--- config.mk ---
export PLATFORM = sky130hd
export DESIGN_NAME = pipeline_hazard_ctrl
export DESIGN_NICKNAME = d
export VERILOG_FILES = /design/src/rtl/pipeline_hazard_ctrl.sv
export SDC_FILE = /design/constraint.sdc
export NUM_CORES = 1
export LEC_CHECK = 0
export CAP_MARGIN = 40
export CORE_MARGIN = 2
export CORE_UTILIZATION = 27
export DETAILED_ROUTE_END_ITERATION = 7
export PLACE_DENSITY = 0.62
export SLEW_MARGIN = 20
export SYNTH_ARGS = -nofsm -noshare
export SYNTH_HDL_FRONTEND = slang
export SYNTH_SLANG_ARGS = --single-unit
--- constraint.sdc ---
create_clock -name Clk -period 3.3 [get_ports Clk]
set_clock_uncertainty 0.15 [all_clocks]
set_input_delay 0.495 -clock Clk [delete_from_list [all_inputs] [get_ports Clk]]
set_output_delay 0.495 -clock Clk [all_outputs]
set_load 0.05 [all_outputs]
--- src/rtl/pipeline_hazard_ctrl.sv ---
// Stall/flush controller for the 5-stage pipeline: load-use bubbles, taken-branch squash,
// multi-cycle mult/div hold, plus a saturating count of cycles with the PC frozen.
module pipeline_hazard_ctrl #(
    parameter int MULT_LAT = 4,
    parameter int CNT_W    = 4,
    parameter int STALL_W  = 16
) (
    input  logic               Clk,
    input  logic               Rst_n,
    input  logic [4:0]         d_rs,
    input  logic [4:0]         d_rt,
    input  logic               d_usesRs,
    input  logic               d_usesRt,
    input  logic               e_memRead,
    input  logic               e_writeBack,
    input  logic [4:0]         e_writeReg,
    input  logic               e_multStart,
    input  logic               e_branchTaken,
    output logic               pc_en,
    output logic               fd_en,
    output logic               fd_flush,
    output logic               de_en,
    output logic               de_flush,
    output logic               em_flush,
    output logic               busy,
    output logic [STALL_W-1:0] stall_cycles,
    output logic               dbg_state_o
);

    typedef enum logic {RUN = 1'b0, MULT_WAIT = 1'b1} state_e;

    localparam logic [CNT_W-1:0] CNT_INIT = CNT_W'(MULT_LAT - 2);

    state_e             state_q, state_d;
    logic [CNT_W-1:0]   cnt_q, cnt_d;
    logic [STALL_W-1:0] stall_q;
    logic               mult_stall;
    logic               load_use;

    assign mult_stall = (state_q == RUN && e_multStart) ||
                        (state_q == MULT_WAIT && cnt_q != '0);

    // A load targeting $0 never produces a value anyone can depend on.
    assign load_use = e_memRead && e_writeBack && (e_writeReg != 5'd0) &&
                      ((d_usesRs && d_rs == e_writeReg) || (d_usesRt && d_rt == e_writeReg));

    always_comb begin
        pc_en    = 1'b1;
        fd_en    = 1'b1;
        fd_flush = 1'b0;
        de_en    = 1'b1;
        de_flush = 1'b0;
        em_flush = 1'b0;
        busy     = 1'b0;
        state_d  = state_q;
        cnt_d    = cnt_q;
        if (!Rst_n) begin
            pc_en    = 1'b0;
            fd_en    = 1'b0;
            de_en    = 1'b0;
            fd_flush = 1'b1;
            de_flush = 1'b1;
            em_flush = 1'b1;
        end else if (mult_stall) begin
            // ID/EX keeps the mult in EX while EX/MEM receives bubbles.
            pc_en    = 1'b0;
            fd_en    = 1'b0;
            de_en    = 1'b0;
            em_flush = 1'b1;
            busy     = 1'b1;
            if (state_q == RUN) begin
                state_d = MULT_WAIT;
                cnt_d   = CNT_INIT;
            end else begin
                cnt_d = cnt_q - CNT_W'(1);
            end
        end else if (state_q == MULT_WAIT) begin
            // Release cycle: the mult moves to MEM; a still-high e_multStart is the same mult.
            state_d = RUN;
        end else if (e_branchTaken) begin
            fd_flush = 1'b1;
            de_flush = 1'b1;
        end else if (load_use) begin
            pc_en    = 1'b0;
            fd_en    = 1'b0;
            de_flush = 1'b1;
        end
    end

    always_ff @(posedge Clk or negedge Rst_n) begin
        if (!Rst_n) begin
            state_q <= RUN;
            cnt_q   <= '0;
            stall_q <= '0;
        end else begin
            state_q <= state_d;
            cnt_q   <= cnt_d;
            if (!pc_en && stall_q != '1) begin
                stall_q <= stall_q + STALL_W'(1);
            end
        end
    end

    assign stall_cycles = stall_q;
    assign dbg_state_o  = state_q;

endmodule

**After elaboration in Yosys (flattened, before gate mapping)**

Index checks and enable logic that the tools add are counted.

- Output and inout port bits: 24
- Word-level logic and storage cells: 43
- Bits in registers: 21

- Eq/ne operators: 3
- Multiplexer cells: 20
- Add/sub/neg operators: 2
- Reductions and logical operators: 14
- Bitwise logic cells: 1

Operators with widths:

| kind | count |
|---|---|
| $mux 1 | 19 |
| $add 16x1->16 const B | 1 |
| $ne 16x16->1 const B | 1 |
| $eq 5x5->1 | 2 |
| $logic_and 1x1->1 | 8 |
| $reduce_bool 5->1 | 1 |
| $mux 4 | 1 |
| $reduce_bool 4->1 | 1 |
| $sub 4x1->4 const B | 1 |
| $logic_or 1x1->1 | 2 |
| $reduce_and 2->1 | 1 |
| $logic_not 1->1 | 1 |
| $not 1->1 | 1 |

**Longest topological paths before layout**

- Word-level depth: 11
- Gate-level depth with buffers: 9

**Worst setup path before layout**

Ideal clock, no wire load.

- Kind: reg-to-output
- Start: reg state_q (netlist: dbg_state_o)
- End: out pc_en
- Required time: 2.655 ns
- Setup slack: -1.091 ns
- Arrival: 3.746 ns
- Buffers on the path: 2
- Stages on the path, launching flop included: 7
- Cells stage by stage: dfrtp_1 > buf_2 > nand4bb_1 > a21oi_1 > inv_1 > a31oi_1 > buf_4

- Longest elaborated chain between the ends: 5

Ends and longest elaborated chain:

| element | line | source |
|---|---|---|
| start, declared | 34 | `state_e state_q, state_d;` |
| start signal, assigned | 96 | `state_q <= state_d;` |
| $not 1->1 | -- |  |
| $logic_and 1x1->1 | 40 | `assign mult_stall = (state_q == RUN && e_multStart) \|\|` |
| $logic_or 1x1->1 | 40 |  |
| $mux 1 * (2 in series) | -- |  |
| end, declared | 19 | `output logic pc_en,` |

Every way passes the cells marked *; elsewhere a longest branch is shown, timed or not.

**Worst setup path after layout**

- Start: in e_writeReg[0]
- End: out de_flush

- Longest elaborated chain between the ends: 9

Ends and longest elaborated chain:

| element | line | source |
|---|---|---|
| start, declared | 16 | `input logic [4:0] e_writeReg,` |
| $eq 5x5->1 | 45 | `((d_usesRs && d_rs == e_writeReg) \|\| (d_usesRt && d_rt == e_writeReg));` |
| $logic_and 1x1->1 | 45 |  |
| $logic_or 1x1->1 | 45 |  |
| $logic_and 1x1->1 * | 44 | `assign load_use = e_memRead && e_writeBack && (e_writeReg != 5'd0) &&` |
| $mux 1 * | 83 | `end else if (load_use) begin` |
| $mux 1 * | 80 | `end else if (e_branchTaken) begin` |
| $mux 1 * | 77 | `end else if (state_q == MULT_WAIT) begin` |
| $mux 1 * | 64 | `end else if (mult_stall) begin` |
| $mux 1 * | 57 | `if (!Rst_n) begin` |
| end, declared | 23 | `output logic de_flush,` |

Marked as above.

==> flow_summary.toml <==
[grt]
grt_pass1_vias = 1093
antenna_found_initial = 0
grt_use_total = 0.1164
grt_pass1_wl_um = 4940
grt_overflow_total = 0
grt_max_degree = 24

[clocking]
cts_resized = 0
postCtsSetupBuffers = 0
max-clock-path-buffers = 2
clock-sinks = 21
clkSlewWorstSetupHoldPaths_ps = 70
htree_levels = 1
cts_tree = "done"
cts_root_buf = "clkbuf_8"
cts_hold_buffers = 0
numCtsBuffers = 3
clk_latency_ps = 250

[yosys]
ys_types = 34
synth_warnings = 0
synth_compound_gate_area_share = 0.06924
synth_edf_count = 0
synth-xor-area-share = 0.1731
synth_top_family_by_area = "simple AND/OR/NAND/NOR gates"
async_flop_share = 1.000
seq_area_frac_synth = 0.4154
synth_mux_area_frac = 0.008902
synthFlopType = "dfrtp_1"
synth_simple_gate_area_frac = 0.2611
avgSynthCellArea_um2 = 9.883
netlist_area_um2 = 1265
synth_nets = 154
netlist_instances = 128
synthAdderAreaFrac = 0.02967
ys_ff_latch = 21

[run_status]
run_status = "finished clean"

[critical_path]
crit_family = "buffers and inverters"
cp_slowest_cell = "clkdlybuf4s50_1"
startpoint_type = "input port"
r2r_start = "stall_cycles[0]$_DFFE_PN0P_"
end_kind = "output port"
cp-endpoint = "de_flush"
crit_buf_inv = 2
path_class = "input port to output port"
startpoint = "e_writeReg[0]"
critPathRequiredTime_ps = 2650
r2r_cells = 7
slowest_delay_ps = 570
arrival_ps = 2190
crit_cells = 6
r2r_slack_ps = 1010
worst-path-max-fanout = 3
r2r_end = "stall_cycles[15]$_DFFE_PN0P_"
path_cells = "clkdlybuf4s50_1 > xnor2_1 > nand4_1 > o22ai_1 > a31o_2 > buf_12"

[die]
core_region_area_um2 = 4444
dieArea_um2 = 5248
die_y_um = 72.45
initial_core_util = 0.2846
rows = 24
die_x_um = 72.45
num_io_pins = 47

[place]
place_congestion = 0.7032
io_buffers = 46
dp_hpwl_um = 2203
placed_area_um2 = 1846

[sta]
rsz0062_at_grt = "no"
finalCriticalPeriod_ps = 2839
setup_tns_ps = 0
max_freq_ghz = 0.3522
relSlewSlack = 0.6518
hold_viol = 0
setup_viol = 0
fin_crit_sh = 0.8603
tightest_slew_ps = 520.7
slew_viol_final = 0

[detailed_routing]
drc = 0
dr.first_iter.drc_count = 27
drt_pre_antenna_iters = 4
ant_nets = 0
routedWlPerCell_um = 12.54
routed-via-count = 1070
avgViaCountPerCell = 4.693
postRouteWirelength_um = 2858

[layout]
multiInputGateArea_um2 = 711.9
nets = 203
antenna_cells = 0
area_growth_pct = 49.46
register_area_um2 = 525.5
nFillCells = 446
drive_gt1_frac = 0.1307
fin_area_um2 = 1891

[pwr]
vdd_drop_max_uv = 589.0
p_leak_uw = 0.0007643
powerDensity_nw_per_um2 = 791.2

[job]
max_cap_violations = 0

[hold_path]
hold_path_class = "flop to flop"
==> state kept, by name, summed over array words and instances (netlist names) <==
register / count
cnt_q: 4
dbg_state_o: 1
stall_cycles: 16
==> kinds of logic after synthesis <==
| family | after synthesis |
|---|---|
| AOI/OAI and AO/OA | 12 |
| muxes | 1 |
| adders and majority gates | 3 |
| DFF | 21 |
| xor gates and xnor gates | 25 |
| and+or+nand+nor | 55 |
| buffers and inverters | 11 |
==> synthesized netlist by cell type, types with 3 or more instances <==
cell,count,share of area
nor2_1,12,0.036
xor2_1,12,0.083
nand2_1,10,0.030
xnor2_1,13,0.090
nor3_1,5,0.020
o21ai_0,3,0.012
nand4_1,4,0.020
ha_1,3,0.030
dfrtp_1,21,0.42
nand3_1,9,0.036
inv_1,8,0.024
nor3_2,3,0.024
==> area by class of cell <==
| type | instances | share of cell area |
|---|---|---|
| clock buffers | 4 | 0.02383 |
| inverters | 8 | 0.01588 |
| multi-input cells | 96 | 0.3766 |
| flip-flops and latches | 21 | 0.2780 |
| well taps | 52 | 0.03441 |
| repair buffers | 47 | 0.2713 |
==> layout by cell type, fill, tap and decap left out, types with 4 or more instances in the layout <==
cell type	n
nand4_1	4
xor2_1	12
dfrtp_1	21
clkdlybuf4s50_1	39
nand2_1	10
nor2_1	12
nand3_1	9
xnor2_1	13
buf_12	5
inv_1	8
nor3_1	5
==> metrics by stage <==
stage	hold slack [ps]	total power, uW	cells	utilization	worst slack, ps
after floorplan	49.41	1037	128	-	92.68
final	345.3	1496	228	0.4254	460.8
after global placement	326.2	1329	224	0.4153	464.3
after CTS	343.4	1512	228	0.4254	439.7
after detailed placement	332.5	1337	224	0.4153	447.9
after global routing	353.8	1596	228	0.4254	369.4
==> power breakdown <==
group          switching (uW)  leakage (uW)  internal, uW
Combinational             517      0.000495           323
Sequential                130      0.000247           361
Clock                    78.7     0.0000228          85.8
Total                     726      0.000764           770
==> metal layers <==
metal | share of wire | global-route usage
met1 | 0.48 | 0.1546
met2 | 0.46 | 0.1916
met3 | 0.060 | 0.03750
met4 | 0.0024 | 0.01440
met5 | 0 | 0
==> worst min path at each step <==
stage	from	endpoint	slack [ps]	depth (start not counted)
after floorplan	Rst_n	cnt_q[0]$_DFFE_PN0P_	50	0
after global placement	stall_cycles[15]$_DFFE_PN0P_	stall_cycles[15]$_DFFE_PN0P_	330	1
after detailed placement	stall_cycles[15]$_DFFE_PN0P_	stall_cycles[15]$_DFFE_PN0P_	330	1
after CTS	stall_cycles[15]$_DFFE_PN0P_	stall_cycles[15]$_DFFE_PN0P_	340	1
after global routing	stall_cycles[15]$_DFFE_PN0P_	stall_cycles[15]$_DFFE_PN0P_	350	1
final	stall_cycles[15]$_DFFE_PN0P_	stall_cycles[15]$_DFFE_PN0P_	350	1
==> worst register-to-register path: stages, from the launching register on <==
cell      delay (ps)
dfrtp_1          420
ha_1             250
and4_4           210
and4bb_4         210
nor4b_4          300
a21oi_4          180
nor4_1           340
xor2_1           170
No activity file was read; power rests on OpenSTA's default activity.
